===== config.mk =====
export PLATFORM = sky130hd
export DESIGN_NAME = wide_word_serializer_flat
export DESIGN_NICKNAME = d
export VERILOG_FILES = /design/src/rtl/wide_serializer_pkg.sv /design/src/rtl/wide_word_serializer_if.sv /design/src/rtl/wide_word_serializer_slice_select.sv /design/src/rtl/wide_word_serializer.sv /design/src/flat_wrapper.sv
export SDC_FILE = /design/constraint.sdc
export NUM_CORES = 1
export LEC_CHECK = 0
export CAP_MARGIN = 15
export CORE_ASPECT_RATIO = 1.25
export CORE_MARGIN = 3
export CORE_UTILIZATION = 40
export DETAILED_ROUTE_END_ITERATION = 12
export GPL_ROUTABILITY_DRIVEN = 0
export PLACE_DENSITY = 0.7
export SYNTH_ARGS = -nofsm -noshare
export SYNTH_HDL_FRONTEND = slang
export SYNTH_HIERARCHICAL = 1
export SYNTH_SLANG_ARGS = --single-unit

===== constraint.sdc =====
create_clock -name clk -period 2.2 [get_ports clk]
set_input_delay 0.44 -clock clk [delete_from_list [all_inputs] [get_ports clk]]
set_output_delay 0.44 -clock clk [all_outputs]
set_load 0.005 [all_outputs]

===== src/rtl/wide_serializer_pkg.sv =====
// Shared width-derivation helpers and FSM state type for the wide word serializer.
// All functions are constant functions and are evaluated at elaboration.
package wide_serializer_pkg;

    typedef enum logic [0:0] {
        IDLE = 1'b0,
        SEND = 1'b1
    } state_t;

    function automatic int ceil_div(input int a, input int b);
        return (a + b - 1) / b;
    endfunction

    // Doubling stops once a slice is a single bit, so a bad max_width cannot hang elaboration.
    function automatic int num_slices(input int width, input int max_width);
        int n = 1;
        while ((ceil_div(width, n) > max_width) && (n < width)) begin
            n = n * 2;
        end
        return n;
    endfunction

    function automatic int clog2_min1(input int x);
        int r = 0;
        while ((1 << r) < x) begin
            r = r + 1;
        end
        return (r < 1) ? 1 : r;
    endfunction

endpackage


===== src/rtl/wide_word_serializer_if.sv =====
// Wide-in / narrow-out valid/ready bundle for the wide word serializer.
// slave is the serializer side, master is the producer/consumer environment side.
interface wide_word_serializer_if #(
    parameter int WIDTH     = 33,
    parameter int MAX_WIDTH = 11,
    parameter int OUT_LANES = 2
);
    localparam int NUM_SLICES = wide_serializer_pkg::num_slices(WIDTH, MAX_WIDTH);
    localparam int SLICE_W    = wide_serializer_pkg::ceil_div(WIDTH, NUM_SLICES);
    localparam int BEATS      = NUM_SLICES / OUT_LANES;
    localparam int IDX_W      = wide_serializer_pkg::clog2_min1(BEATS);
    localparam int BEAT_W     = OUT_LANES * SLICE_W;

    logic              in_valid;
    logic              in_ready;
    logic [WIDTH-1:0]  in_data;
    logic              out_valid;
    logic              out_ready;
    logic [BEAT_W-1:0] out_data;
    logic [IDX_W-1:0]  out_idx;
    logic              out_last;

    modport slave (
        input  in_valid,
        input  in_data,
        input  out_ready,
        output in_ready,
        output out_valid,
        output out_data,
        output out_idx,
        output out_last
    );

    modport master (
        output in_valid,
        output in_data,
        output out_ready,
        input  in_ready,
        input  out_valid,
        input  out_data,
        input  out_idx,
        input  out_last
    );

endinterface


===== src/rtl/wide_word_serializer_slice_select.sv =====
// Picks beat 'beat' (OUT_LANES adjacent slices, lane 0 in the LSBs) out of the
// zero-extended input word. Purely combinational.
module slice_select #(
    parameter int WIDTH      = 33,
    parameter int NUM_SLICES = 4,
    parameter int SLICE_W    = 9,
    parameter int OUT_LANES  = 2,
    parameter int IDX_W      = 1
) (
    input  logic [WIDTH-1:0]               word,
    input  logic [IDX_W-1:0]               beat,
    output logic [OUT_LANES*SLICE_W-1:0]   data
);
    localparam int BEATS  = NUM_SLICES / OUT_LANES;
    localparam int BEAT_W = OUT_LANES * SLICE_W;
    localparam int PAD_W  = NUM_SLICES * SLICE_W;

    logic [PAD_W-1:0] padded;

    always_comb begin
        padded             = '0;
        padded[WIDTH-1:0]  = word;
    end

    // Slices of one beat are contiguous, so a beat is a single aligned part-select.
    always_comb begin
        data = '0;
        for (int b = 0; b < BEATS; b++) begin
            if (beat == IDX_W'(b)) begin
                data = padded[b*BEAT_W +: BEAT_W];
            end
        end
    end

endmodule


===== src/rtl/wide_word_serializer.sv =====
// Wide word serializer: captures a WIDTH-bit word and streams it as BEATS narrow
// beats of OUT_LANES slices each, with back-to-back words and no inter-word bubble.
module wide_word_serializer #(
    parameter int WIDTH     = 33,
    parameter int MAX_WIDTH = 11,
    parameter int OUT_LANES = 2,
    parameter bit MSB_FIRST = 1'b0
) (
    input  logic                  clk,
    input  logic                  rst,
    wide_word_serializer_if.slave bus
);
    import wide_serializer_pkg::*;

    localparam int NUM_SLICES = num_slices(WIDTH, MAX_WIDTH);
    localparam int SLICE_W    = ceil_div(WIDTH, NUM_SLICES);
    localparam int BEATS      = NUM_SLICES / OUT_LANES;
    localparam int IDX_W      = clog2_min1(BEATS);
    localparam int BEAT_W     = OUT_LANES * SLICE_W;
    localparam logic [IDX_W-1:0] LAST_POS = IDX_W'(BEATS - 1);

    if ((WIDTH < 1) || (MAX_WIDTH < 1)) begin : g_bad_width
        $error("wide_word_serializer: WIDTH and MAX_WIDTH must be at least 1");
    end
    if ((OUT_LANES < 1) || ((OUT_LANES & (OUT_LANES - 1)) != 0)) begin : g_bad_lanes
        $error("wide_word_serializer: OUT_LANES must be a power of two");
    end
    if (OUT_LANES > NUM_SLICES) begin : g_too_many_lanes
        $error("wide_word_serializer: OUT_LANES exceeds NUM_SLICES");
    end

    state_t            state;
    state_t            next_state;
    logic [IDX_W-1:0]  pos;
    logic [IDX_W-1:0]  next_pos;
    logic [IDX_W-1:0]  sel_beat;
    logic [WIDTH-1:0]  hold;
    logic [WIDTH-1:0]  sel_word;
    logic [BEAT_W-1:0] beat_data;
    logic [BEAT_W-1:0] out_data_r;
    logic [IDX_W-1:0]  out_idx_r;
    logic              out_last_r;
    logic              in_ready_c;
    logic              in_acc;
    logic              out_acc;
    logic              load;

    assign out_acc    = (state == SEND) && bus.out_ready;
    assign in_ready_c = !rst && ((state == IDLE) || (out_acc && out_last_r));
    assign in_acc     = bus.in_valid && in_ready_c;

    always_ff @(posedge clk) begin
        if (rst) begin
            state <= IDLE;
        end else begin
            state <= next_state;
        end
    end

    // pos is the transmit position; load means the output registers take a new beat.
    always_comb begin
        next_state = state;
        next_pos   = pos;
        load       = 1'b0;
        unique case (state)
            IDLE: begin
                if (in_acc) begin
                    next_state = SEND;
                    next_pos   = '0;
                    load       = 1'b1;
                end
            end
            SEND: begin
                if (out_acc) begin
                    if (!out_last_r) begin
                        next_pos = pos + 1'b1;
                        load     = 1'b1;
                    end else if (in_acc) begin
                        next_pos = '0;
                        load     = 1'b1;
                    end else begin
                        next_state = IDLE;
                    end
                end
            end
            default: next_state = IDLE;
        endcase
    end

    // The first beat of a fresh word comes straight from in_data, later beats from the holding register.
    assign sel_word = in_acc ? bus.in_data : hold;
    assign sel_beat = MSB_FIRST ? (LAST_POS - next_pos) : next_pos;

    slice_select #(
        .WIDTH      (WIDTH),
        .NUM_SLICES (NUM_SLICES),
        .SLICE_W    (SLICE_W),
        .OUT_LANES  (OUT_LANES),
        .IDX_W      (IDX_W)
    ) u_slice_select (
        .word (sel_word),
        .beat (sel_beat),
        .data (beat_data)
    );

    if (BEATS > 1) begin : g_beat_counter
        always_ff @(posedge clk) begin
            if (rst) begin
                pos <= '0;
            end else begin
                pos <= next_pos;
            end
        end
    end else begin : g_single_beat
        assign pos = '0;
    end

    always_ff @(posedge clk) begin
        if (rst) begin
            hold       <= '0;
            out_data_r <= '0;
            out_idx_r  <= '0;
            out_last_r <= 1'b0;
        end else begin
            if (in_acc) begin
                hold <= bus.in_data;
            end
            if (load) begin
                out_data_r <= beat_data;
                out_idx_r  <= sel_beat;
                out_last_r <= (next_pos == LAST_POS);
            end else if (next_state == IDLE) begin
                out_data_r <= '0;
                out_idx_r  <= '0;
                out_last_r <= 1'b0;
            end
        end
    end

    assign bus.in_ready  = in_ready_c;
    assign bus.out_valid = (state == SEND);
    assign bus.out_data  = out_data_r;
    assign bus.out_idx   = out_idx_r;
    assign bus.out_last  = out_last_r;

endmodule


===== src/flat_wrapper.sv =====
// flat-port wrapper written by rule: the top's interface ports become plain ports
module wide_word_serializer_flat import wide_serializer_pkg::*;
#(
    parameter int WIDTH     = 33,
    parameter int MAX_WIDTH = 11,
    parameter int OUT_LANES = 2,
    parameter bit MSB_FIRST = 1'b0
)
  (clk, rst, bus_in_valid, bus_in_data, bus_out_ready, bus_in_ready, bus_out_valid, bus_out_data, bus_out_idx, bus_out_last);
  wide_word_serializer_if #(.WIDTH(WIDTH), .MAX_WIDTH(MAX_WIDTH), .OUT_LANES(OUT_LANES)) bus_i ();
  input  logic clk;
  input  logic rst;
  input wire logic [$bits(bus_i.in_valid)-1:0] bus_in_valid;
  input wire logic [$bits(bus_i.in_data)-1:0] bus_in_data;
  input wire logic [$bits(bus_i.out_ready)-1:0] bus_out_ready;
  output wire logic [$bits(bus_i.in_ready)-1:0] bus_in_ready;
  output wire logic [$bits(bus_i.out_valid)-1:0] bus_out_valid;
  output wire logic [$bits(bus_i.out_data)-1:0] bus_out_data;
  output wire logic [$bits(bus_i.out_idx)-1:0] bus_out_idx;
  output wire logic [$bits(bus_i.out_last)-1:0] bus_out_last;
  assign bus_i.in_valid = bus_in_valid;
  assign bus_i.in_data = bus_in_data;
  assign bus_i.out_ready = bus_out_ready;
  assign bus_in_ready = bus_i.in_ready;
  assign bus_out_valid = bus_i.out_valid;
  assign bus_out_data = bus_i.out_data;
  assign bus_out_idx = bus_i.out_idx;
  assign bus_out_last = bus_i.out_last;
  wide_word_serializer #(.WIDTH(WIDTH), .MAX_WIDTH(MAX_WIDTH), .OUT_LANES(OUT_LANES), .MSB_FIRST(MSB_FIRST)) u_core (.clk(clk), .rst(rst), .bus(bus_i));
endmodule

Word-level counts from Yosys, hierarchy flattened
Index checks and enable logic that the tools add are counted.
{ "op_classes": {"n_addsub": 1, "n_eq_ne": 1, "muxes": 16, "bitwise": 1, "n_reduce_logical": 6} }
{ "op_table": {"columns": ["cell", "count"], "rows": [
  ["$mux W18", 3],
  ["$mux W33", 1],
  ["$mux W1", 9],
  ["$pmux W1 S2", 3],
  ["$logic_and A1 B1 Y1", 4],
  ["$ne A2 B2 Y1 const B", 1],
  ["$add A1 B1 Y1 const B", 1],
  ["$logic_not A1 Y1", 1],
  ["$logic_or A1 B1 Y1", 1],
  ["$not A1 Y1", 1]
]} }
{ "totals": {"regBits": 54, "in_bits": 37, "word_cells": 30} }

Longest topological paths before layout
Gate-level depths: netlist of the first run.
{ "depth": {"depth_word": 11, "ltp_mapped": 9, "depth_no_buf": 6} }

Cells and area by module
The synthesis of the first run kept the hierarchy.
{ "by_module_without_submodules": {"columns": ["mod", "n_inst", "cells_each", "area_per_inst_um2"], "rows": [
  ["wide_word_serializer", 1, 287, 2327.2],
  ["slice_select", 1, 20, 252.7]
]} }

Least setup slack after synthesis of the first run
No wires, ideal clock.
{ "synth_timing": {"path_type": "input-to-reg", "startpoint": "input port rst", "endpoint": "register u_core.out_data_r[12] (netlist: u_core/bus.out_data[12])", "arrival_time_ns": 1.731, "t_required_ns": 2.068, "path_slack_ns": 0.337, "cell_stages": 9, "n_path_buf": 3, "cell_sequence": "nand2b_1 clkbuf_1 nand3b_1 nand2_1 buf_6 buf_12 mux2_4 o211ai_1 a21oi_1"} }
{ "synth_via": {"elab_chain_len": 9} }
{ "synth_lines": {"columns": ["element", "line", "rtl"], "rows": [
  ["start, declared", "flat_wrapper.sv:12", "input logic rst;"],
  ["$logic_not A1 Y1 *", "wide_word_serializer.sv:49", "assign in_ready_c = !rst && ((state == IDLE) || (out_acc && out_last_r));"],
  ["$logic_and A1 B1 Y1 *", "wide_word_serializer.sv:49", null],
  ["$logic_and A1 B1 Y1 *", "wide_word_serializer.sv:50", "assign in_acc = bus.in_valid && in_ready_c;"],
  ["$mux W1 *", "wide_word_serializer.sv:67, wide_word_serializer.sv:78", null],
  ["$mux W1", "wide_word_serializer.sv:75", "if (!out_last_r) begin"],
  ["$mux W1", "wide_word_serializer.sv:74", "if (out_acc) begin"],
  ["$pmux W1 S2 *", "wide_word_serializer.sv:65", "unique case (state)"],
  ["net u_core.next_pos", "wide_word_serializer.sv:35", "logic [IDX_W-1:0] next_pos;"],
  ["$mux W18 *", "wide_word_serializer_slice_select.sv:29", "if (beat == IDX_W'(b)) begin"],
  ["net u_core.beat_data[12]", "wide_word_serializer.sv:39", "logic [BEAT_W-1:0] beat_data;"],
  ["$mux W18 *", "wide_word_serializer.sv:128", "if (load) begin"],
  ["end signal, assigned", "wide_word_serializer.sv:129", "out_data_r <= beat_data;"],
  ["end, declared", "wide_word_serializer.sv:40", "logic [BEAT_W-1:0] out_data_r;"]
]} }
The timed path passes the listed nets; every way through them passes the cells marked *.
A chain may end at the register's enable or synchronous reset.

Worst setup path in the final report of the first run
{ "layout_timing": {"startpoint": "input port bus_out_ready", "endpoint": "output port bus_in_ready"} }
{ "layout_via": {"elab_chain_len": 4} }
{ "layout_lines": {"columns": ["element", "line", "rtl"], "rows": [
  ["start, declared", "flat_wrapper.sv:15", "input wire logic [$bits(bus_i.out_ready)-1:0] bus_out_ready;"],
  ["$logic_and A1 B1 Y1", "wide_word_serializer.sv:48", "assign out_acc = (state == SEND) && bus.out_ready;"],
  ["$logic_and A1 B1 Y1", "wide_word_serializer.sv:49", null],
  ["$logic_or A1 B1 Y1", "wide_word_serializer.sv:49", null],
  ["$logic_and A1 B1 Y1", "wide_word_serializer.sv:49", null],
  ["end, declared", "flat_wrapper.sv:16", "output wire logic [$bits(bus_i.in_ready)-1:0] bus_in_ready;"]
]} }
No other way between the ends.

==> results of run 1 <==
## synthesized netlist by cell type
cell / count / area [µm²]
nand2_1: 52 / 195
inv_1: 1 / 3.75
mux2_4: 7 / 105
a21boi_4: 1 / 18.8
a21bo_1: 1 / 10.0
a22oi_1: 1 / 7.51
o211ai_1: 18 / 135
nor3b_1: 1 / 7.51
nand2b_1: 2 / 12.5
nand3b_1: 1 / 7.51
nor2b_1: 4 / 25.0
and2b_2: 3 / 26.3
a21oi_1: 52 / 260
nand3_2: 5 / 50.1
nor2_1: 3 / 11.3
nand3_1: 28 / 140
buf_12: 1 / 20.0
buf_4: 6 / 45.0
clkbuf_1: 8 / 30.0
dfxtp_1: 54 / 1080
buf_6: 7 / 78.8
buf_2: 8 / 40.0
o21ai_0: 33 / 165
mux2i_1: 1 / 10.0
mux2_2: 8 / 90.1
buf_1: 1 / 3.75
## power groups by stage
stage,logic (W),registers (W),clock network (W)
2_1_floorplan,0.000240,0.00105,0
3_3_place_gp,0.000385,0.00105,0
3_5_place_dp,0.000388,0.00105,0
4_1_cts,0.000389,0.00103,0.000586
5_1_grt,0.000425,0.00104,0.000626
6_report,0.000389,0.00103,0.000566
## worst paths after layout
path                                                      startpoint  cells after the start                                    to
worst min-delay path            u_core/bus.out_data[16]$_SDFFE_PP0P_                      2  u_core/bus.out_data[16]$_SDFFE_PP0P_
worst max register to register      u_core/bus.out_last$_SDFFE_PP0P_                      7  u_core/bus.out_data[12]$_SDFFE_PP0P_
worst min register to register  u_core/bus.out_data[16]$_SDFFE_PP0P_                      2  u_core/bus.out_data[16]$_SDFFE_PP0P_
worst max-delay path                                   bus_out_ready                      5                          bus_in_ready
## repair_timing
item | in CTS | in global routing
endpoints found under the hold margin | 0 | 0
resized for setup | 1 | 0
setup buffers | 0 | 0
setup endpoints to repair | 1 | 0
## registers in the layout (all words and copies together) (netlist names)
| name | cells |
|---|---|
| u_core/bus.out_valid | 1 |
| u_core/hold | 33 |
| u_core/bus.out_data | 18 |
| u_core/bus.out_last | 1 |
| u_core/pos | 1 |
## cells by family (layout without fill, tap and decap cells)
| group | count (synthesis) | count (layout) | share of synthesized area, % |
|---|---|---|---|
| AOI/OAI and AO/OA | 106 | 106 | 23.1 |
| muxes | 16 | 16 | 7.95 |
| DFF | 54 | 54 | 41.9 |
| buffers and inverters | 32 | 85 | 8.58 |
| and+or+nand+nor | 99 | 99 | 18.4 |
## worst min-delay path, cell delays in order (launching register included)
cell	delay (ns)
dfxtp_1	0.32
nand2_1	0.05
a21oi_1	0.05
## stage by stage
stage	cells	hold slack (ns)
floorplan	307	0.448
global placement	437	0.441
detailed placement	437	0.444
CTS	445	0.458
global route	445	0.476
finish	445	0.454
## layout make-up
cell class                 count  share of cell area [%]
multi-input combinational    221                    38.7
sequential                    54                    32.6
timing repair buffer          76                    22.5
tap                           85                    3.21
clock buffer                   5                    2.07
clock inverter                 3                   0.754
inverter                       1                   0.113
## per-layer routing
| layer | routed length, µm | part of all wire, % |
|---|---|---|
| met5 | 0 | 0 |
| met4 | 82 | 1.3 |
| met3 | 332 | 5.2 |
| met2 | 3260 | 51 |
| met1 | 2710 | 42 |
==> qor.csv, run 1 <==
stage,metric,value,unit
run_status,status,finished clean,
synthesis,Post-Syn Area,2580,µm²
finish,register area,1080,µm²
placement,Placement Setup Slack,-0.0829,ns
grt,first-pass GRT wire length,10400,µm
floorplan,Initial Utilization,41.6,%
sta,Tcrit/Tclk final,94.1,%
floorplan,Core ar.,6210,µm²
worst_setup_path,slowest CP cell,clkdlybuf4s50_1,
detailed_routing,drt drc,0,
detailed_routing,vias,2316,
power_and_ir_drop,Max rail drop VDD,0.373,mV
grt,vias in the first global route,2200,
grt,largest net degree at the start of global routing,37,
synthesis,flop and latch count out of synthesis,54,
clock_tree,Worst-path clk slew,0.09,ns
grt,met3 GRT Util,2.53,%
power_and_ir_drop,Tot Pwr,0.00199,W
finish,share of layout cells above drive strength 1,14.4,%
power_and_ir_drop,sw power,0.000539,W
detailed_routing,wire per inst,14.3,µm
floorplan,Site Rows,32,
power_and_ir_drop,combinational share of power,19.6,%
synthesis,Synthesized Nets,344,
synthesis,YS warnings,6,
worst_setup_path,"Cell Chain, Critical Path",clkdlybuf4s50_1 -> buf_4 -> a21boi_4 -> nor2_1 -> dlygate4sd2_1,
sta,Final Max Tran Viols,0,
clock_tree,# hold bufs at CTS,0,
hold_path,Hold WC Path Type,flip-flop to flip-flop,
floorplan,die area,7460,µm²
power_and_ir_drop,sequential share of power,51.9,%
worst_setup_path,critical-path maximum fanout,5,
job,max cap viols,0,
clock_tree,clock buffer depth,2,
power_and_ir_drop,PwrDens,599,nW/µm²
sta,min Tclk post-route,2.07,ns
sta,measured slew at the worst slew-check pin,0.374,ns
finish,Synth-to-Final Area Change,28.6,%
clock_tree,CTS tree,built,
grt,grt met1 use,21.9,%
synthesis,Cells after Synth,307,
detailed_routing,drt first pass iters,4,
finish,Antenna diodes,0,
grt,M2 GR Usage,30.9,%
floorplan,Die H,95.8,µm
worst_setup_path,Crit Path Category,primary input to output port,
sta,endpoints failing setup,0,
finish,most frequent cells in the layout,"clkdlybuf4s50_1 (56), dfxtp_1 (54), nand2_1 (52), a21oi_1 (52), o21ai_0 (33)",
worst_setup_path,cell family with most CP delay,buffers and inverters,
finish,Fill cells,595,
power_and_ir_drop,Sw Share,27.1,%
grt,initial antenna violation count,0,
finish,Final Cell Area,3320,µm²
synthesis,Mapped Avg Cell Area,8.40,µm²
floorplan,# IOs,59,
worst_setup_path,crit path DAT,1.63,ns
power_and_ir_drop,clock share of power,28.5,%
detailed_routing,DRT iter0 DRCs,131,
finish,"commonest non-fill, non-tap cell in the layout",clkdlybuf4s50_1,
worst_setup_path,CP peak stage delay,0.44,ns
power_and_ir_drop,leak pwr,1.32,nW
placement,HPWL Detailed,4430,µm
sta,TNS Setup,0,ns
floorplan,Die W,77.8,µm
clock_tree,CTS H-tree depth,2,
grt,grt total ovfl,0,
placement,buffers added on ports,58,
sta,clk_skew,0.00858,ns
sta,f_max,483,MHz
sta,Hold Fails Final Rpt,0,
placement,Post-Place Cell Area,3220,µm²
detailed_routing,Routed WL,6380,µm
clock_tree,Root Driver,clkbuf_8,
grt,gr busiest metal,met2,
worst_setup_path,Reg2Reg Setup Slack,0.43,ns
finish,Layout Nets,396,
finish,final cell utilization of the core,53.4,%
worst_setup_path,CP Buf/Inv Count,3,
clock_tree,Num Clock Sinks,54,
detailed_routing,post-route ant nets,0,
sta,Slew HR,75.1,%
sta,RSZ-0062 raised after global routing,no,
clock_tree,number of buffers created by CTS,5,
finish,Multi-input gate area,1280,µm²
detailed_routing,via density per instance,5.20,
synthesis,Netlist cell types,26,
power_and_ir_drop,internal power,0.00145,W
sta,final worst setup slack,0.131,ns
worst_setup_path,Required @ worst endpoint,1.76,ns
clock_tree,worst-skew pair later-pin latency,0.31,ns
worst_setup_path,CP Capture Type,output port,
worst_setup_path,crit path launch type,primary input,
grt,gr usage total,17.6,%
synthesis,sequential area share after synthesis,41.9,%
No activity file was read; power rests on OpenSTA's default activity.
==> run 2: changes to the inputs <==
--- a/config.mk
+++ b/config.mk
@@ -8,10 +8,10 @@
 export CAP_MARGIN = 15
 export CORE_ASPECT_RATIO = 1.25
 export CORE_MARGIN = 3
-export CORE_UTILIZATION = 40
+export CORE_UTILIZATION = 50
 export DETAILED_ROUTE_END_ITERATION = 12
 export GPL_ROUTABILITY_DRIVEN = 0
-export PLACE_DENSITY = 0.7
+export PLACE_DENSITY = 0.84
 export SYNTH_ARGS = -nofsm -noshare
 export SYNTH_HDL_FRONTEND = slang
 export SYNTH_HIERARCHICAL = 1
==> run 2 against run 1 <==
Against the previous run:
- combinational power increased by 5.7%
- worst hold slack about the same
- setup slack got worse by 0.021 ns
- count of clock-buffer cells in the layout increased by 3
- largest power group unchanged
- clock power increased by 10%
==> qor.csv, run 2 (synthesis gave the netlist of run 1 again) <==
stage,metric,value,unit
clock_tree,worst-skew pair later-pin latency,0.30,ns
power_and_ir_drop,sequential share of power,49.9,%
clock_tree,CTS H-tree depth,2,
sta,measured slew at the worst slew-check pin,0.292,ns
worst_setup_path,critical-path maximum fanout,12,
sta,min Tclk post-route,2.09,ns
clock_tree,# hold bufs at CTS,0,
run_status,status,finished clean,
sta,Tcrit/Tclk final,95.0,%
sta,Final Max Tran Viols,0,
placement,Post-Place Cell Area,3280,µm²
clock_tree,number of buffers created by CTS,5,
sta,final worst setup slack,0.110,ns
floorplan,die area,6060,µm²
power_and_ir_drop,Tot Pwr,0.00207,W
clock_tree,Worst-path clk slew,0.09,ns
placement,HPWL Detailed,4680,µm
sta,clk_skew,0.00502,ns
finish,Top reg by flops,u_core/hold,
power_and_ir_drop,Max rail drop VDD,0.431,mV
sta,endpoints failing setup,0,
detailed_routing,post-route ant nets,0,
sta,Hold WS,0.455,ns
detailed_routing,Routed WL,6580,µm
finish,Final Cell Area,3400,µm²
detailed_routing,max layer used,met4,
worst_setup_path,crit path launch type,primary input,
power_and_ir_drop,PwrDens,608,nW/µm²
power_and_ir_drop,leak pwr,1.40,nW
detailed_routing,wire per inst,15.2,µm
job,max cap viols,0,
hold_path,hold path start,u_core/bus.out_data[8]$_SDFFE_PP0P_,
detailed_routing,via density per instance,5.69,
worst_setup_path,worst reg2reg startpoint,u_core/bus.out_valid$_SDFF_PP0_,
finish,Antenna diodes,0,
grt,gr usage total,22.6,%
sta,TNS Setup,0,ns
hold_path,Hold WC Path Type,flip-flop to flip-flop,
detailed_routing,met3 wire len,323,µm
grt,grt total ovfl,0,
sta,f_max,478,MHz
finish,most frequent cells in the layout,"clkdlybuf4s50_1 (56), dfxtp_1 (54), nand2_1 (52), a21oi_1 (52), buf_4 (30)",
grt,initial antenna violation count,0,
detailed_routing,routed wl met2,3410,µm
power_and_ir_drop,sw power,0.000516,W
power_and_ir_drop,internal power,0.00155,W
power_and_ir_drop,combinational share of power,19.9,%
clock_tree,CTS tree,built,
finish,Synth-to-Final Area Change,31.7,%
sta,Hold Fails Final Rpt,0,
detailed_routing,Metal-1 WL,2630,µm
floorplan,Die W,70.3,µm
detailed_routing,drt first pass iters,5,
floorplan,# IOs,59,
grt,vias in the first global route,2386,
finish,share of layout cells above drive strength 1,17.6,%
grt,first-pass GRT wire length,11100,µm
finish,Layout Nets,410,
worst_setup_path,Crit Path Category,primary input to flip-flop,
floorplan,Initial Utilization,53.0,%
worst_setup_path,Required @ worst endpoint,2.39,ns
placement,buffers added on ports,58,
power_and_ir_drop,clock share of power,30.2,%
clock_tree,Num Clock Sinks,54,
finish,Largest register FFs,33,
sta,RSZ-0062 raised after global routing,no,
grt,largest net degree at the start of global routing,27,
floorplan,Die H,86.3,µm
placement,Placement Setup Slack,-0.0652,ns
worst_setup_path,CP Capture Type,flip-flop,
clock_tree,clock buffer depth,2,
finish,"commonest non-fill, non-tap cell in the layout",clkdlybuf4s50_1,
detailed_routing,drt drc,0,
sta,Slew HR,80.3,%
clock_tree,Root Driver,clkbuf_8,
floorplan,Site Rows,28,
worst_setup_path,Worst Setup SP,bus_out_ready,
worst_setup_path,crit path DAT,2.28,ns
detailed_routing,vias,2468,
detailed_routing,DRT iter0 DRCs,189,
floorplan,Core ar.,4870,µm²
power_and_ir_drop,Sw Share,25.0,%
[run 2: what timing repair did]
item | 4_1_cts | 5_1_grt
buffers inserted | 1 | 0
gates resized for setup | 0 | 8
setup endpoints to repair | 1 | 6
pin swaps | 1 | 0
[run 2: worst max-delay path, cell delays in order]
cell             delay [ns]
clkdlybuf4s50_1        0.49
buf_4                  0.14
a21boi_4               0.06
buf_4                  0.17
buf_4                  0.17
o21ai_0                0.25
nand2_1                0.10
mux2_2                 0.27
o211ai_1               0.09
a21oi_1                0.09
[run 2: path summary, 6_finish.rpt]
check / end / slack [ns] / cells past startpoint
worst min register to register: u_core/bus.out_data[8]$_SDFFE_PP0P_ / 0.45 / 2
worst max-delay path: u_core/bus.out_data[1]$_SDFFE_PP0P_ / 0.11 / 10
worst max register to register: u_core/bus.out_data[3]$_SDFFE_PP0P_ / 0.29 / 7
worst min-delay path: u_core/bus.out_data[8]$_SDFFE_PP0P_ / 0.45 / 2
[run 2: final cells by class]
type,count,area [µm²]
inverter,1,3.75
clock buffer,8,110
multi-input combinational,221,1280
tap,60,75.1
fill,379,1470
sequential,54,1080
timing repair buffer,90,843
[run 2: routing by layer]
layer  up-vias  GRT usage (%)
met2        93           38.9
li1       1215              -
met5         -              0
met4         0           9.41
met3        19           4.76
met1      1141           27.2
[run 2: power groups by stage]
stage | Sequential, W | Clock (W) | Combinational [W]
after floorplan | 0.00105 | 0 | 0.000240
after global placement | 0.00105 | 0 | 0.000394
after detailed placement | 0.00105 | 0 | 0.000401
after CTS | 0.00103 | 0.000640 | 0.000407
after global routing | 0.00104 | 0.000669 | 0.000448
final | 0.00103 | 0.000624 | 0.000411
[run 2: stage by stage]
stage | std cells | utilization [%]
floorplan | 307 | -
global placement | 425 | 67.3
detailed placement | 425 | 67.3
CTS | 434 | 69.7
global route | 434 | 69.8
finish | 434 | 69.8
==> run 3: changes to the inputs <==
--- a/config.mk
+++ b/config.mk
@@ -11,7 +11,7 @@
 export CORE_UTILIZATION = 50
 export DETAILED_ROUTE_END_ITERATION = 12
 export GPL_ROUTABILITY_DRIVEN = 0
-export PLACE_DENSITY = 0.84
+export PLACE_DENSITY = 0.8
 export SYNTH_ARGS = -nofsm -noshare
 export SYNTH_HDL_FRONTEND = slang
 export SYNTH_HIERARCHICAL = 1
==> run 3 against run 2 <==
Against the previous run:
- clock skew about the same
- non-clock buffer count down 11
- sequential power about the same
- sequential share of layout area up 0.77 points
- via count down 4.1%
- register-to-register slack better by 0.11 ns
- maximum frequency up 4.0%
- combinational power down 2%
- wire length down 2.1%
- final cell count down 2.5%
- first-iteration DRC count down 9.0%
- critical endpoint is now bus_in_ready
- largest cell class unchanged
- highest routed layer unchanged
==> qor.csv, run 3 (synthesis gave the netlist of run 1 again) <==
stage,metric,value,unit
sta,endpoints failing setup,0,
sta,Slew HR,78.0,%
placement,buffers added on ports,58,
sta,final worst setup slack,0.191,ns
run_status,status,finished clean,
clock_tree,"Setup Fix Bufs, Post-CTS",0,
grt,first-pass GRT wire length,10800,µm
grt,vias in the first global route,2332,
worst_setup_path,crit path launch type,primary input,
hold_path,Hold WC Path Type,flip-flop to flip-flop,
job,max cap viols,0,
placement,Placement Setup Slack,-0.0321,ns
clock_tree,CTS tree,built,
grt,gr usage total,22.1,%
clock_tree,# hold bufs at CTS,0,
sta,min Tclk post-route,2.01,ns
worst_setup_path,crit path DAT,1.57,ns
worst_setup_path,critical-path maximum fanout,5,
clock_tree,Root Driver,clkbuf_8,
sta,Tcrit/Tclk final,91.3,%
sta,f_max,498,MHz
sta,Hold Fails Final Rpt,0,
sta,RSZ-0062 raised after global routing,no,
detailed_routing,DRT iter0 DRCs,172,
floorplan,Die W,70.3,µm
detailed_routing,post-route ant nets,0,
finish,Top reg by flops,u_core/hold,
finish,final cell utilization of the core,68.1,%
detailed_routing,drt drc,0,
sta,Final Max Tran Viols,0,
clock_tree,Worst-path clk slew,0.09,ns
detailed_routing,drt first pass iters,4,
finish,Layout Nets,399,
detailed_routing,wire per inst,15.2,µm
worst_setup_path,Crit Path Category,primary input to output port,
power_and_ir_drop,Max rail drop VDD,0.429,mV
power_and_ir_drop,leak pwr,1.34,nW
detailed_routing,Routed WL,6440,µm
worst_setup_path,CP Capture Type,output port,
floorplan,Die H,86.3,µm
finish,most frequent cells in the layout,"clkdlybuf4s50_1 (56), dfxtp_1 (54), nand2_1 (52), a21oi_1 (52), o21ai_0 (33)",
grt,grt total ovfl,0,
floorplan,Site Rows,28,
finish,share of layout cells above drive strength 1,14.9,%
finish,Synth-to-Final Area Change,28.6,%
detailed_routing,via density per instance,5.60,
sta,clk_skew,0.00498,ns
floorplan,Core ar.,4870,µm²
floorplan,die area,6060,µm²
power_and_ir_drop,PwrDens,602,nW/µm²
worst_setup_path,Required @ worst endpoint,1.76,ns
finish,Final Cell Area,3320,µm²
clock_tree,number of buffers created by CTS,5,
sta,measured slew at the worst slew-check pin,0.330,ns
finish,"commonest non-fill, non-tap cell in the layout",clkdlybuf4s50_1,
clock_tree,clock buffer depth,2,
detailed_routing,vias,2367,
placement,Post-Place Cell Area,3230,µm²
finish,Largest register FFs,33,
clock_tree,worst-skew pair later-pin latency,0.30,ns
floorplan,# IOs,59,
clock_tree,CTS H-tree depth,2,
finish,Antenna diodes,0,
grt,largest net degree at the start of global routing,34,
placement,HPWL Detailed,4450,µm
grt,initial antenna violation count,0,
clock_tree,Num Clock Sinks,54,
floorplan,Initial Utilization,53.0,%
run 3: cell types whose count changed in the layout (fill, tap and decap cells not counted), sizes merged:
cell          before  now
clkinv             0    1
dlymetal6s2s       1    0
dlygate4sd2        0    1
clkbuf             8    7
buf               33   22
run 3: final cells by class:
| type | instances | area, µm² |
|---|---|---|
| multi-input combinational | 221 | 1280 |
| clock inverter | 1 | 5.00 |
| timing repair buffer | 79 | 782 |
| tap | 60 | 75.1 |
| inverter | 1 | 3.75 |
| sequential | 54 | 1080 |
| clock buffer | 7 | 86.3 |
| fill | 424 | 1550 |
run 3: through the flow:
step / setup TNS (ns) / std cells / power, W / hold WS, ns
floorplan: 0 / 307 / 0.00129 / 0.448
global placement: -0.0215 / 415 / 0.00144 / 0.439
detailed placement: -0.207 / 415 / 0.00145 / 0.444
CTS: 0 / 423 / 0.00200 / 0.457
global route: 0 / 423 / 0.00209 / 0.484
finish: 0 / 423 / 0.00200 / 0.456
run 3: path summary, 6_finish.rpt:
kind	startpoint	end	slack, ns	cells past startpoint
max	bus_out_ready	bus_in_ready	0.19	5
min reg2reg	u_core/bus.out_data[9]$_SDFFE_PP0P_	u_core/bus.out_data[9]$_SDFFE_PP0P_	0.46	2
max reg2reg	u_core/bus.out_valid$_SDFF_PP0_	u_core/bus.out_data[14]$_SDFFE_PP0P_	0.40	8
min	u_core/bus.out_data[9]$_SDFFE_PP0P_	u_core/bus.out_data[9]$_SDFFE_PP0P_	0.46	2
run 3: per-layer routing:
layer / up-vias / GRT usage [%] / wire, µm
met5: - / 0 / 0
met3: 7 / 3.71 / 306
li1: 1176 / - / -
met4: 0 / 6.10 / 72
met2: 81 / 39.5 / 3320
met1: 1103 / 27.2 / 2750
run 3: critical path: stages:
cell and delay, ns:
clkdlybuf4s50_1 0.44, buf_4 0.17, a21boi_4 0.20, nor2_1 0.06, dlygate4sd2_1 0.26
run 3: power breakdown:
group          total, W  internal (W)  leakage (nW)  switching [W]
clock          0.000569      0.000255        0.0482       0.000314
combinational  0.000401      0.000207         0.854       0.000195
sequential      0.00103       0.00102         0.440      0.0000119
run 3: timing repair:
item / 4_1_cts / 5_1_grt
gates resized for setup: 1 / 0
hold endpoints to repair: 0 / 0
endpoints found under the setup margin: 1 / 0
